## config.mk

```make
export PLATFORM = sky130hd
export DESIGN_NAME = mult_arbiter
export DESIGN_NICKNAME = d
export VERILOG_FILES = /design/src/rtl/mult_arbiter.sv
export SDC_FILE = /design/constraint.sdc
export NUM_CORES = 1
export LEC_CHECK = 0
export CAP_MARGIN = 30
export CORE_MARGIN = 2
export CORE_UTILIZATION = 47
export CTS_BUF_LIST = sky130_fd_sc_hd__clkbuf_16
export DETAILED_ROUTE_END_ITERATION = 10
export PLACE_DENSITY_LB_ADDON = 0.08
export SETUP_SLACK_MARGIN = 0.3
export SLEW_MARGIN = 0
export SYNTH_ARGS = -nofsm -noshare
export SYNTH_HDL_FRONTEND = slang
export SYNTH_SLANG_ARGS = --single-unit
```

## constraint.sdc

```tcl
create_clock -name clk -period 2.8 [get_ports clk]
set_clock_uncertainty 0.15 [all_clocks]
set_input_delay 0.28 -clock clk [delete_from_list [all_inputs] [get_ports clk]]
set_output_delay 0.28 -clock clk [all_outputs]
set_load 0.005 [all_outputs]
```

## src/rtl/mult_arbiter.sv

```systemverilog
// Two-requester arbiter sharing one external 3x3 array multiplier (IDLE -> GRANT -> DONE).
// Define MULT_ARBITER_FIXED_PRIO_EN for fixed priority (requester 0 wins); default is round-robin.
module mult_arbiter #(
  parameter int STAGE_CYCLES = 1
) (
  input  logic       clk,
  input  logic       rst_n,
  input  logic       req0,
  input  logic [2:0] a0,
  input  logic [2:0] b0,
  input  logic       req1,
  input  logic [2:0] a1,
  input  logic [2:0] b1,
  output logic [2:0] mx,
  output logic [2:0] my,
  input  logic [5:0] mp,
  output logic       gnt0,
  output logic       gnt1,
  output logic       done0,
  output logic       done1,
  output logic [5:0] p,
  output logic       busy
);

  typedef enum logic [1:0] {IDLE, GRANT, DONE} state_t;

  localparam logic [2:0] LAST_STAGE = 3'(STAGE_CYCLES - 1);

  state_t     r_state, w_state_nxt;
  logic [2:0] r_cnt, w_cnt_nxt;
  logic       r_owner, w_owner_nxt;
  logic [2:0] r_mx, w_mx_nxt;
  logic [2:0] r_my, w_my_nxt;
  logic [5:0] r_p, w_p_nxt;
  logic       r_gnt0, w_gnt0_nxt;
  logic       r_gnt1, w_gnt1_nxt;
  logic       r_done0, w_done0_nxt;
  logic       r_done1, w_done1_nxt;
  logic       w_win;
  logic       w_owner_req;

`ifdef MULT_ARBITER_FIXED_PRIO_EN
  assign w_win = ~req0;
`else
  // r_last names the requester that most recently completed; it loses the next contention.
  logic r_last;

  assign w_win = (req0 & req1) ? ~r_last : ~req0;

  always_ff @(posedge clk) begin
    if (!rst_n) begin
      r_last <= 1'b1;
    end else if (r_state == GRANT && w_state_nxt == DONE) begin
      r_last <= r_owner;
    end
  end
`endif

  assign w_owner_req = r_owner ? req1 : req0;

  always_comb begin
    w_state_nxt = r_state;
    w_cnt_nxt   = r_cnt;
    w_owner_nxt = r_owner;
    w_mx_nxt    = r_mx;
    w_my_nxt    = r_my;
    w_p_nxt     = r_p;
    w_gnt0_nxt  = 1'b0;
    w_gnt1_nxt  = 1'b0;
    w_done0_nxt = 1'b0;
    w_done1_nxt = 1'b0;
    case (r_state)
      IDLE: begin
        if (req0 | req1) begin
          w_state_nxt = GRANT;
          w_owner_nxt = w_win;
          w_cnt_nxt   = 3'd0;
          w_gnt0_nxt  = ~w_win;
          w_gnt1_nxt  = w_win;
          w_mx_nxt    = w_win ? a1 : a0;
          w_my_nxt    = w_win ? b1 : b0;
        end
      end
      GRANT: begin
        // A withdrawn request wins over completion, even on the final stage cycle.
        if (!w_owner_req) begin
          w_state_nxt = IDLE;
        end else if (r_cnt == LAST_STAGE) begin
          w_state_nxt = DONE;
          w_p_nxt     = mp;
          w_done0_nxt = ~r_owner;
          w_done1_nxt = r_owner;
        end else begin
          w_cnt_nxt  = r_cnt + 3'd1;
          w_gnt0_nxt = ~r_owner;
          w_gnt1_nxt = r_owner;
        end
      end
      DONE: begin
        w_state_nxt = IDLE;
      end
      default: begin
        w_state_nxt = IDLE;
      end
    endcase
  end

  always_ff @(posedge clk) begin
    if (!rst_n) begin
      r_state <= IDLE;
      r_cnt   <= 3'd0;
      r_owner <= 1'b0;
      r_mx    <= 3'd0;
      r_my    <= 3'd0;
      r_p     <= 6'd0;
      r_gnt0  <= 1'b0;
      r_gnt1  <= 1'b0;
      r_done0 <= 1'b0;
      r_done1 <= 1'b0;
    end else begin
      r_state <= w_state_nxt;
      r_cnt   <= w_cnt_nxt;
      r_owner <= w_owner_nxt;
      r_mx    <= w_mx_nxt;
      r_my    <= w_my_nxt;
      r_p     <= w_p_nxt;
      r_gnt0  <= w_gnt0_nxt;
      r_gnt1  <= w_gnt1_nxt;
      r_done0 <= w_done0_nxt;
      r_done1 <= w_done1_nxt;
    end
  end

  assign mx    = r_mx;
  assign my    = r_my;
  assign p     = r_p;
  assign gnt0  = r_gnt0;
  assign gnt1  = r_gnt1;
  assign done0 = r_done0;
  assign done1 = r_done1;
  assign busy  = (r_state != IDLE);

endmodule

```

==> results.ini <==
[min_path]
hp-class = flop to flop
hold_path_end = p[5]
min_from = p[5]
whs_path_depth = 2

[critical_path]
path_cells = nor2_1 -> inv_1 -> clkdlybuf4s50_1
cp_data_arrival_time_ns = 1.69
crit_path_max_incr_delay_ns = 0.58
crit_fanout = 12
path_class = flop to primary output
startpoint_type = flop
r2r.worst_path.cells = 3
r2r_start = r_owner
cp_slowest_cell = clkdlybuf4s50_1
ff2ff_setup_slack_ns = 1.08
rr_endpoint = done1
cp.required_ns = 2.37
critPathCaptureType = primary output

[detailed_routing]
dr.pass1.iters = 4
drtAntennaViolNets = 0
num_vias = 949
wl_met1_um = 1150
routed_wl_um = 2420
drtIter0Drc = 10
drt_drc_violations_left = 0
route.met2.wl_um = 1180
maxUsedRoutingLayer = met4
wl_per_cell_um = 13.6
viasPerCell = 5.33
met3_length_um = 69

[global_routing]
grt_max_degree = 18
grt_pass1_vias = 858
track_usage = 0.196
overflow = 0
grt_pass1_wl_um = 3920
antenna_found_initial = 0

[synthesis]
synthesis.nets = 136
ys_ff_latch = 23
ys_warn_count = 0
yosysTopAreaCell = dfxtp_1
synth_seq_area_share = 0.426
synthTopCellsByArea = dfxtp_1 43%, mux2i_1 8.3%, o311a_1 5.6%
synth-edff-count = 0
netlist_area_mm2 = 0.00108
synthCells = 112
async_reset_ff_frac = 0
synth.distinct_cells = 33
synthDominantCellAreaShare = 0.426
synth_flop_cell = dfxtp_1
avgSynthCellArea_um2 = 9.65

[timing]
setup_viol_count_final = 0
finalCritPeriodShare = 0.756
tightest_slew_ns = 0.791
hold_viol = 0
period_minus_slack_ns = 2.12
rsz0062_at_grt = false
worst_slack_ns = 0.683
hold_ws_ns = 0.307
finalSetupTns_ns = 0
slew_violations = 0
max_freq_mhz = 472
slew_headroom = 0.467

[clocking]
cts_hold_buf = 0
numCtsBuffers = 3
clockRootBuffer = clkbuf_16
cts_buffer_depth = 2
cts_sinks = 23
cts.repair.resized = 0
cts_tree = done
cts.htree.levels = 1
cts.reportedPaths.clkPinSlew_ns = 0.06
insertion_delay_ns = 0.25
postCtsSetupBuffers = 0

[die]
pin_count = 39
die_area_mm2 = 0.00270
die_h_um = 52.0
placementRows = 17
core-area_mm2 = 0.00219
fp.dieW_um = 52.0
start_util = 0.493

[placed_design]
place_worst_setup_slack_ns = 0.741
hpwl_um = 1760
io_buffers = 38
place_inst = 174
place_congestion = 0.840

[outcome]
status = finished, final reports clean

[power]
internal_power_uw = 634
p_seq_frac = 0.443
p_clk_frac = 0.370
power_density_mw_per_mm2 = 522
power.switching_uw = 183
pwr-share-comb = 0.187
switching_share = 0.224
peakVddDrop_uv = 327
leakage_uw = 0.000621

[final_layout]
fillCellCount = 179
num_antenna_cells = 0
final_common_cell = clkdlybuf4s50_1
fin_nets = 175
regArea_um2 = 460
final_cells = 178
layout-drive-gt1-share = 0.0800
fin_util = 0.715
area_growth_pct = 44.9
multiInputGateArea_um2 = 577
layout_common_cells = 38 x clkdlybuf4s50_1, 23 x dfxtp_1, 13 x nand2_1

[job]
drv_cap = 0

power by group through the flow:
stage | clock (uW) | combinational (uW) | sequential, uW
after global routing | 322 | 168 | 365
final | 302 | 153 | 362
after CTS | 309 | 154 | 362
after floorplan | 0 | 72.4 | 369
after global placement | 0 | 150 | 369
after detailed placement | 0 | 153 | 370
worst max-delay path by stage:
| stage | start | end | depth (start not counted) |
|---|---|---|---|
| 6_report | r_state[1] | busy | 3 |
| 2_1_floorplan | r_owner | done1 | 3 |
| 3_3_place_gp | req0 | done1 | 4 |
| 5_1_grt | r_state[1] | busy | 3 |
| 3_5_place_dp | rst_n | gnt1 | 4 |
| 4_1_cts | r_state[1] | busy | 3 |
logic make-up after synthesis:
kind of cell    count (synthesis)  synth area share
fa+ha+maj                       2            0.0231
simple gates                   38             0.205
mux                             9            0.0833
buf+inv                        10            0.0405
flops                          23             0.426
compound gates                 30             0.222
registers in the layout, summed over array words and instances (netlist names):
register  flops
r_last        1
done0         1
r_owner       1
done1         1
mx            3
my            3
gnt1          1
p             6
gnt0          1
r_state       2
r_cnt         3
layout make-up:
type / count / area share
clock buffer: 3 / 0.0479
clock inverter: 1 / 0.00319
inverter: 3 / 0.00719
multi-input combinational: 79 / 0.368
sequential: 23 / 0.294
tap: 28 / 0.0224
timing repair buffer: 41 / 0.257
per-layer routing:
metal  vias up  GRT usage
met2        15      0.323
met5         -          0
met4         0     0.0921
met3         2     0.0201
li1        487          -
met1       445      0.255
per-stage QoR:
| stage | area (um2) | power (uW) |
|---|---|---|
| 2_1_floorplan | 1080 | 441 |
| 3_3_place_gp | 1490 | 519 |
| 3_5_place_dp | 1490 | 522 |
| 4_1_cts | 1570 | 825 |
| 5_1_grt | 1570 | 855 |
| 6_report | 1570 | 818 |
worst max-delay path: cells and delay by family, from the launching register on:
kind | cells | cell delay, ns
buffers and inverters | 2 | 0.88
flip-flops | 1 | 0.44
AND/OR/NAND/NOR | 1 | 0.11
synth_stat cells, drive strengths merged (2+ instances only):
library cell / n
a21boi: 6
and3: 7
buf: 3
clkbuf: 4
dfxtp: 23
ha: 2
inv: 3
mux2i: 9
nand2: 13
nand2b: 3
nand3: 2
nor2: 5
nor2b: 2
nor4b: 2
o211ai: 2
o21ai: 3
o21bai: 6
o311a: 6
Note: power is estimated with default switching activity, not from simulation.
